$ cat src/rtl/pwm_pkg.sv
// rtl/pwm_pkg.sv - shared types and constants for the PWM duty ramp
// State and mode encodings plus the perceptual table used when GAMMA_LUT_EN is defined.
package pwm_pkg;

  localparam int DUTY_W = 4;

  typedef enum logic [2:0] {
    IDLE     = 3'd0,
    UP       = 3'd1,
    HOLD_TOP = 3'd2,
    DOWN     = 3'd3,
    HOLD_BOT = 3'd4
  } state_t;

  localparam logic [1:0] MODE_OFF    = 2'b00;
  localparam logic [1:0] MODE_TRI    = 2'b01;
  localparam logic [1:0] MODE_SAW    = 2'b10;
  localparam logic [1:0] MODE_STATIC = 2'b11;

  // Entry 15 first; monotonic with gamma(0)=0 and gamma(15)=15.
  localparam logic [15:0][DUTY_W-1:0] GAMMA_TABLE = {
    4'd15, 4'd13, 4'd11, 4'd9, 4'd7, 4'd6, 4'd5, 4'd4,
    4'd3,  4'd2,  4'd2,  4'd1, 4'd1, 4'd0, 4'd0, 4'd0
  };

endpackage

$ cat src/rtl/pwm_gamma_lut.sv
// rtl/pwm_gamma_lut.sv - combinational level to perceptual duty map
// Only instantiated when GAMMA_LUT_EN is defined.
module pwm_gamma_lut
  import pwm_pkg::*;
(
  input  logic [DUTY_W-1:0] level,
  output logic [DUTY_W-1:0] duty
);

  assign duty = GAMMA_TABLE[level];

endmodule

$ cat src/rtl/pwm_duty_ramp.sv
// rtl/pwm_duty_ramp.sv - triangle/sawtooth/static duty generator for a 4-bit PWM stage
// Define GAMMA_LUT_EN to map level through the perceptual table; otherwise duty is linear.
module pwm_duty_ramp
  import pwm_pkg::*;
#(
  parameter int PERIOD_CYCLES = 16,
  parameter int STEP_DIV      = 4,
  parameter int HOLD_STEPS    = 2
) (
  input  logic              clk,
  input  logic              rst_n,
  input  logic              en,
  input  logic [1:0]        mode,
  input  logic [DUTY_W-1:0] static_level,
  output logic [DUTY_W-1:0] duty,
  output logic              duty_upd,
  output logic              at_peak,
  output logic              at_floor
);

  localparam int PW = (PERIOD_CYCLES > 1) ? $clog2(PERIOD_CYCLES) : 1;
  localparam int SW = (STEP_DIV > 1) ? $clog2(STEP_DIV) : 1;
  localparam int HW = (HOLD_STEPS > 1) ? $clog2(HOLD_STEPS) : 1;

  logic [PW-1:0]     pcnt;
  logic [SW-1:0]     scnt, scnt_nxt;
  logic [HW-1:0]     hcnt, hcnt_nxt;
  logic [DUTY_W-1:0] level, level_nxt, duty_nxt;
  logic [1:0]        mode_q;
  state_t            state, state_nxt;
  logic              pbound, step;

  assign pbound   = en && (pcnt == PW'(PERIOD_CYCLES - 1));
  assign step     = pbound && (scnt == SW'(STEP_DIV - 1));
  assign at_peak  = (state == HOLD_TOP);
  assign at_floor = (state == HOLD_BOT);

  always_comb begin
    state_nxt = state;
    level_nxt = level;
    hcnt_nxt  = hcnt;
    scnt_nxt  = scnt;
    if (pbound) begin
      scnt_nxt = (scnt == SW'(STEP_DIV - 1)) ? '0 : scnt + SW'(1);
      // Mode handling wins over a step landing on the same boundary.
      if (mode == MODE_OFF) begin
        state_nxt = IDLE;
        level_nxt = '0;
      end else if (mode == MODE_STATIC) begin
        state_nxt = IDLE;
        level_nxt = static_level;
      end else if (state == IDLE) begin
        state_nxt = UP;
        level_nxt = '0;
        scnt_nxt  = '0;
      end else if (mode != mode_q) begin
        state_nxt = UP;
      end else if (step) begin
        case (state)
          UP: begin
            if (mode == MODE_SAW) begin
              level_nxt = level + 4'd1;
            end else if (level != 4'd15) begin
              level_nxt = level + 4'd1;
            end else begin
              state_nxt = HOLD_TOP;
              hcnt_nxt  = '0;
            end
          end
          HOLD_TOP: begin
            if (hcnt == HW'(HOLD_STEPS - 1)) state_nxt = DOWN;
            else hcnt_nxt = hcnt + HW'(1);
          end
          DOWN: begin
            if (level != 4'd0) begin
              level_nxt = level - 4'd1;
            end else begin
              state_nxt = HOLD_BOT;
              hcnt_nxt  = '0;
            end
          end
          HOLD_BOT: begin
            if (hcnt == HW'(HOLD_STEPS - 1)) state_nxt = UP;
            else hcnt_nxt = hcnt + HW'(1);
          end
          default: state_nxt = IDLE;
        endcase
      end
    end
  end

`ifdef GAMMA_LUT_EN
  pwm_gamma_lut u_gamma (
    .level (level_nxt),
    .duty  (duty_nxt)
  );
`else
  assign duty_nxt = level_nxt;
`endif

  always_ff @(posedge clk or negedge rst_n) begin
    if (!rst_n) begin
      pcnt     <= '0;
      scnt     <= '0;
      hcnt     <= '0;
      level    <= '0;
      state    <= IDLE;
      mode_q   <= MODE_OFF;
      duty     <= '0;
      duty_upd <= 1'b0;
    end else begin
      if (en) pcnt <= (pcnt == PW'(PERIOD_CYCLES - 1)) ? '0 : pcnt + PW'(1);
      scnt  <= scnt_nxt;
      hcnt  <= hcnt_nxt;
      level <= level_nxt;
      state <= state_nxt;
      // duty shares the level's boundary edge so the PWM sees it at the next period start.
      if (pbound) begin
        mode_q <= mode;
        duty   <= duty_nxt;
      end
      duty_upd <= pbound && (duty_nxt != duty);
    end
  end

endmodule
$ cat config.mk
export PLATFORM = sky130hd
export DESIGN_NAME = pwm_duty_ramp
export DESIGN_NICKNAME = d
export VERILOG_FILES = /design/src/rtl/pwm_pkg.sv /design/src/rtl/pwm_gamma_lut.sv /design/src/rtl/pwm_duty_ramp.sv
export SDC_FILE = /design/constraint.sdc
export NUM_CORES = 1
export LEC_CHECK = 0
export BUFFER_PORTS_ARGS = -buffer_cell sky130_fd_sc_hd__buf_4
export CORE_UTILIZATION = 58
export DETAILED_ROUTE_END_ITERATION = 10
export PLACE_DENSITY = 0.79
export SLEW_MARGIN = 20
export SYNTH_ARGS = -nofsm -noshare
export SYNTH_HDL_FRONTEND = slang
export SYNTH_SLANG_ARGS = --single-unit
$ cat constraint.sdc
create_clock -name clk -period 2.5 [get_ports clk]
set_input_delay 0.5 -clock clk [delete_from_list [all_inputs] [get_ports clk]]
set_output_delay 0.5 -clock clk [all_outputs]
set_load 0.005 [all_outputs]
==> summary.txt, run 1 <==
GRT
  • Global-route wire length before repair: 5.451 mm
  • Total grt overflow: 0
  • Antenna violations before repair: 0
  • Pin count of the biggest net entering global routing: 22
  • Total track usage: 26.49%
  • Vias in the first global route: 1259

Logic synthesis
  • Largest family of logic cells by synthesized area: simple AND/OR/NAND/NOR gates
  • Cells after Synth: 184
  • Synth area leaders: dfrtp_1 34%, nand2_1 6.3%, ha_1 5.7%
  • Post-synth top area cell: dfrtp_1
  • Avg Inst Size Synth: 8.371 um^2
  • Post-synth EDFFs: 0
  • Most common cell in the netlist: nand2_1
  • Post-synth top area share: 34.12%
  • Post-synth ARST share: 100.0%
  • Top post-synthesis cells by count: 26 x nand2_1, 21 x dfrtp_1, 16 x o21ai_0
  • Count of cell types in the netlist: 47
  • Post-synthesis sequential area ratio: 34.12%
  • Yosys Warn Count: 0
  • Most used DFF post-synth: dfrtp_1
  • Multiplexer share of the synthesized area: 4.793%
  • Post-synthesis xor/xnor area fraction: 3.412%
  • Synth Area in Simple Gates: 25.02%
  • Post-Syn Nets: 200
  • FF+latch count, synth: 21
  • Post-Synth Adder-Cell Area: 5.686%
  • Compound-Gate Fraction of Synth Area: 20.15%
  • Synthesized area: 0.001540 mm^2

Pwr
  • Pwr dens: 860.0 mW/mm^2
  • Leak pwr: 0.0007908 uW
  • Peak supply drop: 812.5 uV

Setup path
  • CP max-delay cell: dfrtp_1
  • Worst Path Buf+Inv: 1
  • Critical Path End Type: register
  • Largest stage delay on the critical path: 0.45 ns
  • CP Cell Sequence: inv_1 -> ha_1 -> nor3b_1 -> mux2i_1 -> mux2i_1 -> o21ai_2 -> mux2_1 -> nor3_2 -> a31oi_1
  • Levels on crit path: 9
  • Crit Path Class: register to register
  • Worst setup SP type: register
  • FF-to-FF path depth: 9
  • CP required: 2.71 ns
  • CP Data Arrival Time: 2.49 ns
  • Delay-heaviest family, CP: multiplexers
  • Critical path peak fanout: 5
  • Critical Path Most Common Cell: mux2i_1

Clock network
  • PostCTS Resize Cnt: 0
  • Worst skew pair latency: 0.31 ns
  • CTS buffer count: 3
  • Worst-path clk slew: 0.12 ns
  • H-tree depth: 1
  • # hold bufs at CTS: 0
  • Clk buf depth: 2
  • CTS tree: built
  • CTS Sinks: 21
  • Post-CTS setup buffers: 0
  • Root Buffer: clkbuf_4

Drt
  • DRT iter0 DRCs: 37
  • DRT antenna net count: 0
  • Via/cell ratio: 6.133
  • DR DRC count: 0
  • DRT Wirelength: 3.389 mm
  • DRT Pass-1 Iters: 4
  • Wire per inst: 15.00 um
  • Via count: 1386

Cells and area
  • Multi-input gate area: 909.6 um^2
  • Layout area overhead: 8.855%
  • Proportion of layout cells with a drive suffix above 1: 15.31%
  • # diodes: 0
  • FF+latch area: 525.5 um^2
  • Number of nets in the layout: 213
  • Fillers: 219

STA
  • Pins Over Slew Limit: 0
  • Slew margin rel.: 71.36%
  • Setup TNS: 0 ns
  • FMAX: 438.1 MHz
  • Period utilization: 91.30%
  • RSZ-0062 raised after global routing: no
  • Hold Slack: 0.04750 ns
  • Setup violators final: 0
  • Clock Skew: 0.003464 ns
  • Min Tclk post-route: 2.283 ns
  • Hold violation total from the final report: 0
  • Worst-Margin Slew: 0.4295 ns

Die
  • Die height: 53.53 um
  • Core footprint: 0.002500 mm^2
  • Initial Utilization: 61.61%
  • Die extent in x: 53.53 um
  • Die area: 0.002865 mm^2
  • Std cell rows: 18
  • I/O pin count: 16

Worst hold path
  • Worst hold path class: input port to async pin

Placement
  • Post-DP HPWL: 2.482 mm
  • Gpl congestion: 0.8887
  • Port buffer count: 15

Outcome
  • Outcome: finished clean

Job
  • Max-cap viol count: 0
## routing by layer
layer,vias up,global-route usage (%),share of wire [%]
met2,29,43.96,47
met3,6,3.107,3.1
met4,0,11.84,1.1
li1,685,-,-
met1,666,34.45,49
met5,-,0,0
## cell type report
cell class / instances / area share (%)
multi-input cells: 142 / 54.25
flip-flops and latches: 21 / 31.34
clock buffers: 3 / 1.343
clock inverters: 1 / 0.2985
repair buffers: 18 / 8.060
inverters: 11 / 2.463
well taps: 30 / 2.239
## flip-flops by register name, indices dropped and copies added, names as in the netlist
register,count
duty_upd,1
level,4
duty,4
scnt,2
pcnt,4
hcnt,1
state,3
mode_q,2
## power by group
group | internal (uW) | switching (uW)
combinational | 303 | 314
sequential | 456 | 196
clock | 59.9 | 114
## through the flow
| step | instance area [um^2] | setup slack, ns | util, % | std cells | power (uW) |
|---|---|---|---|---|---|
| after global routing | 1677 | 0.08638 | 67.07 | 226 | 1557 |
| after CTS | 1677 | 0.2205 | 67.07 | 226 | 1440 |
| after detailed placement | 1649 | 0.1365 | 65.97 | 222 | 1265 |
| after floorplan | 1540 | 0.3272 | - | 184 | 1078 |
| final | 1677 | 0.2175 | 67.07 | 226 | 1442 |
| after global placement | 1649 | 0.2171 | 65.97 | 222 | 1232 |
## cell usage in the layout (no fill, tap or decap), drive strengths merged, types with 4 or more instances in the layout
| cell | synthesis | routed |
|---|---|---|
| nand2 | 27 | 27 |
| dfrtp | 21 | 21 |
| buf | 6 | 18 |
| o21ai | 17 | 17 |
| nor2 | 13 | 13 |
| inv | 11 | 11 |
| nand3 | 8 | 8 |
| ha | 7 | 7 |
| nor3 | 7 | 7 |
| a21oi | 6 | 6 |
| xnor2 | 5 | 5 |
| mux2i | 4 | 4 |
| o22ai | 4 | 4 |
| a21o | 4 | 4 |
## kinds of logic (layout without fill, tap and decap cells)
group / count (synthesis) / after routing
AND/OR/NAND/NOR: 74 / 74
flip-flops: 21 / 21
AO/OA/AOI/OAI: 48 / 48
buffers and inverters: 21 / 33
adder cells (fa/ha/maj): 7 / 7
multiplexers: 7 / 7
XOR/XNOR: 6 / 6
## worst reg2reg max path, delay by kind of cell, from the launching register on
kind / cells / cell delay (ns)
compound gates: 2 / 0.25
fa+ha+maj: 1 / 0.27
buf+inv: 1 / 0.17
flops: 1 / 0.45
mux: 3 / 0.66
simple gates: 2 / 0.37
## final timing paths
kind,slack [ns],endpoint,start
min in group clk,0.41,pcnt[0]$_DFFE_PN0P_,en
max in group asynchronous,2.23,pcnt[0]$_DFFE_PN0P_,rst_n
hold reg to reg,0.50,scnt[1]$_DFFE_PN0N_,scnt[1]$_DFFE_PN0N_
setup / recovery,0.22,duty_upd$_DFF_PN0_,level[0]$_DFF_PN0_
setup reg to reg,0.22,duty_upd$_DFF_PN0_,level[0]$_DFF_PN0_
hold / removal,0.05,pcnt[3]$_DFFE_PN0P_,rst_n
No activity file was read; power rests on OpenSTA's default activity.
==> inputs of run 2 (changes only) <==
- CORE_UTILIZATION: 58 -> 60
- HOLD_SLACK_MARGIN: default -> 0.15
- PLACE_DENSITY: 0.79 -> 0.81
- clock period: 2.5 -> 2.65 ns (I/O delays scaled with it)
==> run 2 against run 1 <==
Combinational power decreased by 3.4%. Maximum frequency decreased by 1.8%. Power decreased by 4.1%. Non-clock buffer count increased by 1. Utilization increased by 5.6 points. Wire length increased by 3.2%. Worst setup slack improved by 0.11 ns. Critical endpoint unchanged.
==> summary.txt, run 2 (same netlist as run 1, synthesis figures left out) <==
Drt
  • Met3 Routed Length: 190 um
  • DRT Pass-1 Iters: 5
  • Met1 WL: 1.570 mm
  • Via/cell ratio: 6.316
  • DRT antenna net count: 0
  • DRT Wirelength: 3.498 mm
  • DRT iter0 DRCs: 89
  • Wire per inst: 15.55 um
  • DR DRC count: 0
  • Via count: 1421
  • WL met2: 1.673 mm
  • DR top layer: met4

Die
  • Die height: 52.67 um
  • Die extent in x: 52.67 um
  • Core footprint: 0.002318 mm^2
  • Die area: 0.002774 mm^2
  • Initial Utilization: 66.43%
  • I/O pin count: 16
  • Std cell rows: 17

GRT
  • Total track usage: 29.60%
  • Antenna violations before repair: 0
  • Total grt overflow: 0
  • Vias in the first global route: 1248
  • Global-route wire length before repair: 5.809 mm
  • Pin count of the biggest net entering global routing: 22

Clock network
  • CTS buffer count: 3
  • Root Buffer: clkbuf_4
  • Post-CTS setup buffers: 0
  • Worst skew pair latency: 0.33 ns
  • CTS Sinks: 21
  • H-tree depth: 1
  • Clk buf depth: 2
  • Worst-path clk slew: 0.13 ns
  • CTS tree: built

Setup path
  • CP Data Arrival Time: 2.54 ns
  • Critical path peak fanout: 6
  • Worst R2R Setup Slack: 0.32 ns
  • Worst setup SP type: register
  • FF-to-FF path depth: 9
  • R2r startpoint: level[1]$_DFF_PN0_
  • Crit Reg-Reg Endpoint: duty_upd$_DFF_PN0_
  • CP required: 2.86 ns
  • Critical Path End Type: register
  • Crit Path Class: register to register

Pwr
  • Peak supply drop: 690.0 uV
  • Leak pwr: 0.0007950 uW
  • Power share of the combinational group: 43.1%
  • Clock share of power: 12.2%
  • Cell-internal power: 774.2 uW
  • Sw frac: 44.03%
  • Sw power: 609.0 uW
  • Pwr dens: 821.3 mW/mm^2
  • Reg power frac: 44.8%

STA
  • RSZ-0062 raised after global routing: no
  • Clock Skew: 0.001823 ns
  • Period utilization: 87.75%
  • Hold violation total from the final report: 0
  • Hold Slack: 0.4344 ns
  • Pins Over Slew Limit: 0
  • Setup violators final: 0
  • Setup TNS: 0 ns
  • Min Tclk post-route: 2.325 ns
  • Worst-Margin Slew: 0.4681 ns
  • Slew margin rel.: 68.80%
  • FMAX: 430.0 MHz

Worst hold path
  • Hold endpoint: pcnt[0]$_DFFE_PN0P_
  • Worst hold path class: input port to register
  • Worst hold start: en
  • Hold depth: 2

Cells and area
  • Commonest non-fill, non-tap cell in the layout: nand2_1
  • # diodes: 0
  • Number of nets in the layout: 214
  • Multi-input gate area: 909.6 um^2
  • Layout area overhead: 9.342%
  • Fin util: 72.64%
  • Most frequent cells in the layout: 26 x nand2_1, 21 x dfrtp_1, 18 x buf_4
  • Proportion of layout cells with a drive suffix above 1: 15.23%
  • FF+latch area: 525.5 um^2
  • Top Registers: duty: 4 flops, level: 4 flops, pcnt: 4 flops
  • Fillers: 177

Outcome
  • Outcome: finished clean

Placement
  • Gpl congestion: 0.8273
  • Post-DP HPWL: 2.567 mm
  • Port buffer count: 15

Job
  • Max-cap viol count: 0
## run 2: cell types whose count changed in the layout (fill, tap and decap cells not counted)
cell and change:
dlygate4sd3_1 +1
## run 2: timing repair
item | CTS | global route
resized for setup | 0 | 0
endpoints found under the hold margin | 21 | 0
hold buffers | 1 | 0
## run 2: power groups by stage
stage | clock network, uW | registers (uW) | logic (uW)
floorplan | 0 | 537 | 480
global placement | 0 | 608 | 560
detailed placement | 0 | 619 | 589
CTS | 171 | 612 | 593
global route | 182 | 639 | 669
finish | 168 | 619 | 596
## run 2: area by class of cell
type | instances | area share, %
clock buffers | 3 | 1.337
clock inverters | 1 | 0.2972
inverters | 11 | 2.452
multi-input cells | 142 | 54.01
flip-flops and latches | 21 | 31.20
well taps | 28 | 2.080
repair buffers | 19 | 8.618
## run 2: stage by stage
stage | worst slack [ns] | cell area (um^2) | cells | power [uW]
final | 0.3245 | 1684 | 225 | 1383
after detailed placement | 0.2086 | 1647 | 220 | 1208
after global routing | 0.1985 | 1684 | 225 | 1489
after CTS | 0.3212 | 1684 | 225 | 1377
after global placement | 0.3384 | 1647 | 220 | 1168
after floorplan | 0.4472 | 1540 | 184 | 1017
## run 2: critical path, cell delays in order, from the launching register on
cell     delay, ns
dfrtp_1       0.48
inv_1         0.15
ha_1          0.24
nor3b_1       0.27
mux2i_1       0.23
mux2i_1       0.11
o21ai_2       0.17
mux2_1        0.35
nor3_2        0.12
a31oi_1       0.11
## run 2: routing by layer
layer / track usage, % / vias up
li1: - / 683
met3: 4.058 / 5
met2: 47.68 / 62
met1: 38.67 / 671
met5: 0 / -
met4: 14.04 / 0
## run 2: how the worst max path moves through the flow
stage | from | to | slack (ns) | depth (start not counted)
floorplan | en | duty_upd$_DFF_PN0_ | 0.45 | 10
global placement | mode[0] | duty_upd$_DFF_PN0_ | 0.34 | 10
detailed placement | mode[0] | duty_upd$_DFF_PN0_ | 0.21 | 10
CTS | level[1]$_DFF_PN0_ | duty_upd$_DFF_PN0_ | 0.32 | 9
global route | level[1]$_DFF_PN0_ | duty_upd$_DFF_PN0_ | 0.20 | 9
finish | level[1]$_DFF_PN0_ | duty_upd$_DFF_PN0_ | 0.32 | 9
